===== src/rtl/buf_arb_pkg.sv =====
// ============================================================================
// Module   : buf_arb_pkg
// Desc     : Shared constants and requester indices for buffer_arbiter.
// Revision : 1.0 - initial release
// ============================================================================
`default_nettype none

package buf_arb_pkg;

  localparam int BUF_DEPTH = 64;
  localparam int PTR_W     = 6;
  localparam int OCC_W     = 7;
  localparam int N_REQ     = 4;

  typedef enum logic [1:0] {
    REQ_RX     = 2'd0,
    REQ_TX     = 2'd1,
    REQ_AHB_WR = 2'd2,
    REQ_AHB_RD = 2'd3
  } req_idx_e;

endpackage

`default_nettype wire


===== src/rtl/rr_arbiter.sv =====
// ============================================================================
// Module   : rr_arbiter
// Desc     : 4-way round-robin arbiter, one-hot combinational grant.
//            BUF_ARB_RX_PRIORITY_EN: RX always wins without moving the index.
// Revision : 1.0 - initial release
// ============================================================================
`default_nettype none

module rr_arbiter
  import buf_arb_pkg::*;
(
  input  logic             clk,
  input  logic             rst,
  input  logic [N_REQ-1:0] req,
  output logic [N_REQ-1:0] gnt
);

  logic [1:0]       last_q;
  logic [1:0]       last_d;
  logic [N_REQ-1:0] rr_req;
  logic [1:0]       idx;

  always_comb begin
    gnt    = '0;
    last_d = last_q;
    idx    = '0;
`ifdef BUF_ARB_RX_PRIORITY_EN
    rr_req = req & ~(N_REQ'(1) << REQ_RX);
    if (req[REQ_RX]) begin
      gnt[REQ_RX] = 1'b1;
    end
`else
    rr_req = req;
`endif
    // Search starts one past the last winner; first hit takes the grant.
    for (int k = 1; k <= N_REQ; k++) begin
      idx = 2'(last_q + 2'(k));
      if (gnt == '0 && rr_req[idx]) begin
        gnt[idx] = 1'b1;
        last_d   = idx;
      end
    end
  end

  always_ff @(posedge clk) begin
    if (rst) begin
      last_q <= 2'(REQ_AHB_RD);
    end else begin
      last_q <= last_d;
    end
  end

endmodule

`default_nettype wire


===== src/rtl/buffer_arbiter.sv =====
// ============================================================================
// Module   : buffer_arbiter
// Desc     : 64x8 shared byte buffer arbitrated between USB RX/TX and AHB.
//            Option macro: BUF_ARB_RX_PRIORITY_EN (see rr_arbiter).
// Revision : 1.0 - initial release
// ============================================================================
`default_nettype none

module buffer_arbiter
  import buf_arb_pkg::*;
(
  input  logic             clk,
  input  logic             rst,
  input  logic             clear,
  input  logic             rx_req,
  input  logic [7:0]       rx_data,
  input  logic             tx_req,
  input  logic             ahb_wr_req,
  input  logic [7:0]       ahb_wr_data,
  input  logic             ahb_rd_req,
  output logic             rx_gnt,
  output logic             tx_gnt,
  output logic             ahb_wr_gnt,
  output logic             ahb_rd_gnt,
  output logic [7:0]       rd_data,
  output logic             rd_valid,
  output logic [OCC_W-1:0] Buffer_Occupancy
);

  logic [PTR_W-1:0] wr_ptr_q, wr_ptr_d;
  logic [PTR_W-1:0] rd_ptr_q, rd_ptr_d;
  logic [OCC_W-1:0] occ_q, occ_d;
  logic [7:0]       rd_data_q, rd_data_d;
  logic             rd_valid_q, rd_valid_d;
  logic [7:0]       store [BUF_DEPTH];

  logic [N_REQ-1:0] req_elig;
  logic [N_REQ-1:0] gnt;
  logic             can_wr;
  logic             can_rd;
  logic             wr_en;
  logic             rd_en;
  logic [7:0]       wr_byte;

  assign can_wr = (occ_q < OCC_W'(BUF_DEPTH));
  assign can_rd = (occ_q != '0);

  // Clear and reset suppress every grant for the cycle.
  always_comb begin
    req_elig = '0;
    if (!rst && !clear) begin
      req_elig[REQ_RX]     = rx_req     && can_wr;
      req_elig[REQ_TX]     = tx_req     && can_rd;
      req_elig[REQ_AHB_WR] = ahb_wr_req && can_wr;
      req_elig[REQ_AHB_RD] = ahb_rd_req && can_rd;
    end
  end

  rr_arbiter u_rr_arbiter (
    .clk (clk),
    .rst (rst),
    .req (req_elig),
    .gnt (gnt)
  );

  assign rx_gnt     = gnt[REQ_RX];
  assign tx_gnt     = gnt[REQ_TX];
  assign ahb_wr_gnt = gnt[REQ_AHB_WR];
  assign ahb_rd_gnt = gnt[REQ_AHB_RD];

  assign wr_en   = gnt[REQ_RX] | gnt[REQ_AHB_WR];
  assign rd_en   = gnt[REQ_TX] | gnt[REQ_AHB_RD];
  assign wr_byte = gnt[REQ_RX] ? rx_data : ahb_wr_data;

  always_comb begin
    wr_ptr_d   = wr_ptr_q;
    rd_ptr_d   = rd_ptr_q;
    occ_d      = occ_q;
    rd_valid_d = rd_en;
    rd_data_d  = rd_en ? store[rd_ptr_q] : rd_data_q;
    if (clear) begin
      wr_ptr_d = '0;
      rd_ptr_d = '0;
      occ_d    = '0;
    end else if (wr_en) begin
      wr_ptr_d = wr_ptr_q + PTR_W'(1);
      occ_d    = occ_q + OCC_W'(1);
    end else if (rd_en) begin
      rd_ptr_d = rd_ptr_q + PTR_W'(1);
      occ_d    = occ_q - OCC_W'(1);
    end
  end

  always_ff @(posedge clk) begin
    if (rst) begin
      wr_ptr_q   <= '0;
      rd_ptr_q   <= '0;
      occ_q      <= '0;
      rd_data_q  <= '0;
      rd_valid_q <= 1'b0;
    end else begin
      wr_ptr_q   <= wr_ptr_d;
      rd_ptr_q   <= rd_ptr_d;
      occ_q      <= occ_d;
      rd_data_q  <= rd_data_d;
      rd_valid_q <= rd_valid_d;
    end
  end

  // Store contents are intentionally not reset.
  always_ff @(posedge clk) begin
    if (wr_en) begin
      store[wr_ptr_q] <= wr_byte;
    end
  end

  assign rd_data          = rd_data_q;
  assign rd_valid         = rd_valid_q;
  assign Buffer_Occupancy = occ_q;

endmodule

`default_nettype wire


===== config.mk =====
export PLATFORM = sky130hd
export DESIGN_NAME = buffer_arbiter
export DESIGN_NICKNAME = d
export VERILOG_FILES = /design/src/rtl/buf_arb_pkg.sv /design/src/rtl/rr_arbiter.sv /design/src/rtl/buffer_arbiter.sv
export SDC_FILE = /design/constraint.sdc
export NUM_CORES = 1
export LEC_CHECK = 0
export CAP_MARGIN = 20
export CORE_MARGIN = 8
export CORE_UTILIZATION = 25
export DETAILED_ROUTE_END_ITERATION = 10
export MAX_ROUTING_LAYER = met4
export PLACE_DENSITY = 0.46
export SYNTH_ARGS = -nofsm -noshare
export SYNTH_HDL_FRONTEND = slang
export SYNTH_SLANG_ARGS = --single-unit

===== constraint.sdc =====
create_clock -name clk -period 14.45 [get_ports clk]
set_input_delay 3.6125 -clock clk [delete_from_list [all_inputs] [get_ports clk]]
set_output_delay 3.6125 -clock clk [all_outputs]
set_load 0.005 [all_outputs]

==> reports/results.ini, run 1 <==
[grt]
met2_usage = 0.170
grt_max_degree = 65
grt_pass1_vias = 11060
grt_first_pass_wirelength_mm = 77.9
gr-total-overflow = 0
grt.busiest_layer = met2
antenna_found_initial = 4
grtUsageMet3 = 0.0188
grt_use_met1 = 0.146
grtUsageTotal = 0.108

[power]
power.total_mw = 4.18
leakage_nw = 7.55
vdd_drop_max_v = 0.0000844
powerDensity_nw_per_um2 = 164

[clock_tree]
post_cts_buffers = 0
cts_tree = done
cts_max_level = 2
path_clk_slew_ps = 60
clockRootBuffer = clkbuf_16
cts_made_buffers = 56
clock_latency_ps = 620
post_cts_resized = 0
cts_sinks = 542
holdBufCountCts = 0
clockBufferDepth = 3

[worst_setup_path]
endpoint = rx_gnt
arrival_ps = 7220
crit_type = in -> out
startpoint_type = primary input
crit_path_end_kind = output port
regToRegEndpoint = store[46][4]
regToRegSetupSlack_ps = 8620
crit_required_ps = 10840
crit_fanout = 13
timing.rr.start = u_rr_arbiter.last_q[0]
startpoint = rst
reg2regPathDepth = 12

[synth]
synthCells = 1075
ys.flop_type = edfxtp_1
synth_top_family_by_area = multiplexers
seq_area_frac_synth = 0.721
synthAdderAreaFrac = 0.00938
netlist_area_sq_um = 22100
yosys.area_share.simple = 0.0398
async_flop_share = 0
synth_cell_types = 73
synth_seq_cells = 542
synth_xor_area_frac = 0.00237
synthesis.nets = 1114
synth.area.mux_share = 0.188
synth-edff-count = 512
syn_area_per_cell_sq_um = 20.6
yosysWarnings = 0
synth_compound_area_frac = 0.0243

[layout]
layout_commonest_cell = edfxtp_1
mostFrequentLayoutCells = 512 x edfxtp_1, 168 x mux4_2, 84 x nor2_1, 57 x clkbuf_16, 42 x clkdlybuf4s50_1
layout-drive-gt1-share = 0.247
antennaDiodeCount = 0
flow.area_growth_from_synthesis_pct = 15.3
fin_nets = 1160

[sta]
clock.fmax_ghz = 0.0923
fin_hold_ws_ps = 496
worst_pin_slew_ps = 988
final_hold_viol_count = 0
max_slew_margin = 0.341
slew_viol_final = 0
worst_clock_skew_ps = 30.4
final-setup-viol-count = 0
period_needed_ps = 10830
tns_ps = 0
period_share = 0.750
rsz0062_at_grt = no

[placed_design]
post-dp-hpwl_mm = 31.9
io_buffers = 42
gp_congestion = 0.788

[die]
ios = 43
core_sq_um = 88100
chipHeight_um = 314
die_x_um = 314
fp.dieArea_sq_um = 98300
rows = 109
start_util = 0.251

[drt]
drc = 0
vias_per_cell = 4.55
wl_mm = 52.4
dr.pass1.iters = 5
vias = 10599
post_drt_wl_per_cell_um = 22.5
ant_nets = 0
drt_iter0_drc = 1022

[run_status]
status = finished, final reports clean

[run]
drv_cap = 0

[min_path]
hold_class = reg -> reg

==> state kept, by name, indices dropped and copies added (netlist names) <==
register / flops
Buffer_Occupancy: 7
rd_data: 8
rd_ptr_q: 6
rd_valid: 1
store: 512
u_rr_arbiter.last_q: 2
wr_ptr_q: 6
==> kinds of logic (layout without fill, tap and decap cells) <==
| logic type | after synthesis | after routing |
|---|---|---|
| adders and majority gates | 16 | 16 |
| xor gates and xnor gates | 6 | 6 |
| buffers and inverters | 77 | 167 |
| DFF | 542 | 542 |
| muxes | 199 | 199 |
| AOI/OAI and AO/OA | 64 | 64 |
| and+or+nand+nor | 171 | 171 |
==> metal layers <==
layer	share of wire	up-vias
met5	0	-
met4	0.019	0
met3	0.049	72
met2	0.48	259
met1	0.45	5701
li1	-	4567
==> final cells by class <==
class,count,area [sq um]
Clock buffer,74,1490
Fill cell,8679,62600
Tap cell,1165,1460
Timing Repair Buffer,51,492
Sequential cell,542,16000
Clock inverter,28,208
Multi-Input combinational cell,456,5840
Inverter,14,52.6
==> cells in the mapped netlist, types with 9 or more instances <==
cell type  instances  area share
nor2_1            84       0.014
nand3_1           12      0.0027
edfxtp_1         512        0.69
buf_1             23      0.0039
mux4_2           168        0.17
a21oi_1            9      0.0020
clkbuf_1          32      0.0054
ha_1              15      0.0085
mux2i_1           17      0.0077
dfxtp_1           30       0.027
inv_1             13      0.0022
nand2_1           32      0.0054
==> metrics by stage <==
| step | worst slack [ps] | cell area, sq um | instances | util |
|---|---|---|---|---|
| finish | 3620 | 25500 | 2330 | 0.290 |
| global route | 3410 | 25500 | 2330 | 0.290 |
| CTS | 3200 | 25500 | 2329 | 0.290 |
| detailed placement | 3210 | 23800 | 2227 | 0.270 |
| global placement | 3290 | 23800 | 2227 | 0.270 |
| floorplan | 5030 | 22100 | 1075 | - |
==> critical path: stages <==
cell             delay, ps
clkdlybuf4s50_1        670
a211o_1                420
a21oi_4                270
o211ai_1               170
a32o_2                 340
or4b_4                 580
nor3_4                 330
a21boi_4               210
inv_1                  110
clkdlybuf4s50_1        500
==> how the worst min path moves through the flow <==
stage | start | endpoint | slack, ps | cells after the start
3_3_place_gp | rd_ptr_q[2] | rd_ptr_q[2] | 460 | 1
2_1_floorplan | rd_data[7] | rd_data[7] | 480 | 2
4_1_cts | rd_ptr_q[2] | rd_ptr_q[2] | 490 | 1
3_5_place_dp | rd_ptr_q[2] | rd_ptr_q[2] | 480 | 1
5_1_grt | rd_ptr_q[2] | rd_ptr_q[2] | 510 | 1
6_report | rd_ptr_q[2] | rd_ptr_q[2] | 500 | 1
==> power breakdown <==
group / internal (mW) / switching [mW]
clock: 0.759 / 0.597
sequential: 1.84 / 0.0536
combinational: 0.418 / 0.518
total: 3.01 / 1.17
Note: power is estimated with default switching activity, not from simulation.
==> run 2, diff against run 1 <==
--- a/config.mk
+++ b/config.mk
@@ -10,7 +10,7 @@
 export CORE_UTILIZATION = 25
 export DETAILED_ROUTE_END_ITERATION = 10
 export MAX_ROUTING_LAYER = met4
-export PLACE_DENSITY = 0.46
+export PLACE_DENSITY = 0.47
 export SYNTH_ARGS = -nofsm -noshare
 export SYNTH_HDL_FRONTEND = slang
 export SYNTH_SLANG_ARGS = --single-unit
==> constraint.sdc (replaced) <==
create_clock -name clk -period 9.4 [get_ports clk]
set_input_delay 2.35 -clock clk [delete_from_list [all_inputs] [get_ports clk]]
set_output_delay 2.35 -clock clk [all_outputs]
set_load 0.005 [all_outputs]
==> reports/results.ini, run 2 (same netlist as run 1, synthesis figures left out) <==
[run_status]
status = finished, final reports clean

[power]
p_int_mw = 4.80
leakage_nw = 7.67
p_sw_frac = 0.280
vdd_drop_max_v = 0.000126
p_seq_frac = 0.438
powerDensity_nw_per_um2 = 259
comb_power_share = 0.218
p_switching_mw = 1.87
clkPwrFrac = 0.343

[layout]
fin_nets = 1163
layout-drive-gt1-share = 0.262
mostFrequentLayoutCells = 512 x edfxtp_1, 168 x mux4_2, 84 x nor2_1, 61 x clkbuf_16, 42 x clkdlybuf4s50_1
largest-register = store
flow.area_growth_from_synthesis_pct = 16.3
final_util = 0.292
nFillCells = 8679
largest_reg_flops = 512
layout_commonest_cell = edfxtp_1
stdcell_count = 2340

[clock_tree]
clockRootBuffer = clkbuf_16
holdBufCountCts = 0
cts_sinks = 542
cts_max_level = 2
post_cts_resized = 0
post_cts_buffers = 0
clock_latency_ps = 620
clockBufferDepth = 3
cts_tree = done
path_clk_slew_ps = 60
cts_made_buffers = 59

[worst_setup_path]
crit_required_ps = 7050
regToRegSetupSlack_ps = 3410
reg2regPathDepth = 12
crit_type = in -> out
cpPeakStageDelay_ps = 660
slowest_stage = clkdlybuf4s50_1
crit_top_cell = clkdlybuf4s50_1
cp_cell_sequence = clkdlybuf4s50_1 > a211o_1 > a21oi_4 > o211ai_1 > a32o_2 > or4b_4 > nor3_4 > a21boi_4 > inv_1 > clkdlybuf4s50_1
startpoint_type = primary input
regToRegEndpoint = store[5][4]
arrival_ps = 5990
crit_fanout = 13
timing.rr.start = u_rr_arbiter.last_q[0]
crit_path_end_kind = output port
startpoint = rst

[placed_design]
io_buffers = 42
post-dp-hpwl_mm = 32.4
gp_congestion = 0.805
place_inst = 2227

[sta]
clock.fmax_ghz = 0.120
final-setup-viol-count = 0
slew_viol_final = 0
rsz0062_at_grt = no
period_share = 0.887
worst_clock_skew_ps = 15.7
period_needed_ps = 8340
fin_hold_ws_ps = 506
final_hold_viol_count = 0
tns_ps = 0
worst_pin_slew_ps = 1030
max_slew_margin = 0.311

[die]
ios = 43
fp.dieArea_sq_um = 98300
chipHeight_um = 314
core_sq_um = 88100
start_util = 0.251
die_x_um = 314
rows = 109

[drt]
drc = 0
vias_per_cell = 4.58
dr.pass1.iters = 5
post_drt_wl_per_cell_um = 23.2
vias = 10718
drt_iter0_drc = 1027
wl_mm = 54.3
ant_nets = 0

[min_path]
min_path_cells = 2
hold_class = reg -> reg
hold_end = rd_data[7]
hold_path_startpoint = rd_data[7]

[run]
drv_cap = 0

[grt]
grt_max_degree = 65
grt_pass1_vias = 10969
antenna_found_initial = 1
grtUsageTotal = 0.111
gr-total-overflow = 0
grt_first_pass_wirelength_mm = 78.7

==> run 2: changes by cell type in the layout (fill, tap and decap cells not counted), moves of 2 or more <==
cell	before	now
clkinvlp_4	0	2
bufinv_16	2	5
clkinv_4	0	2
inv_6	0	2
clkinv_2	9	16
clkbuf_1	17	14
clkinv_1	15	7
clkbuf_16	57	61
==> run 2: power groups by stage <==
stage / Sequential [mW] / Combinational, mW / Clock [mW]
after floorplan: 2.90 / 1.04 / 0
after global routing: 2.93 / 1.57 / 2.44
final: 2.92 / 1.46 / 2.29
after detailed placement: 2.97 / 1.49 / 0
after CTS: 2.92 / 1.49 / 2.35
after global placement: 2.97 / 1.47 / 0
==> run 2: area by class of cell <==
class                           instances  area (sq um)  area share
Antenna cell                            1          2.50   0.0000972
Clock buffer                           76          1590      0.0618
Clock inverter                         35           327      0.0127
Inverter                               14          52.6     0.00204
Multi-Input combinational cell        456          5840       0.227
Sequential cell                       542         16000       0.621
Tap cell                             1165          1460      0.0566
Timing Repair Buffer                   51           500      0.0194
==> run 2: metrics by stage <==
stage               setup WS (ps)  power (mW)  instance area (sq um)
floorplan                    2510        3.94                  22100
global placement             1160        4.45                  23800
detailed placement           1070        4.46                  23800
CTS                          1060        6.77                  25700
global route                  898        6.94                  25800
finish                       1060        6.67                  25800
==> run 2: worst max path at each step <==
stage	slack (ps)	depth (start not counted)	end
final	1060	10	rx_gnt
after global routing	900	10	rx_gnt
after CTS	1060	10	rx_gnt
after detailed placement	1070	10	rx_gnt
after global placement	1160	10	rx_gnt
after floorplan	2510	9	rx_gnt
==> run 2: worst max-delay path: cells and delay by family <==
| family | cells | cell delay (ps) |
|---|---|---|
| simple gates | 2 | 960 |
| compound gates | 5 | 1420 |
| buf+inv | 3 | 1250 |
==> run 2: routing by layer <==
layer	vias up	wire length, um	GRT usage
li1	4583	-	-
met1	5768	24600	0.151
met2	302	25700	0.172
met3	65	3070	0.0259
met4	0	930	0.0233
met5	-	0	-
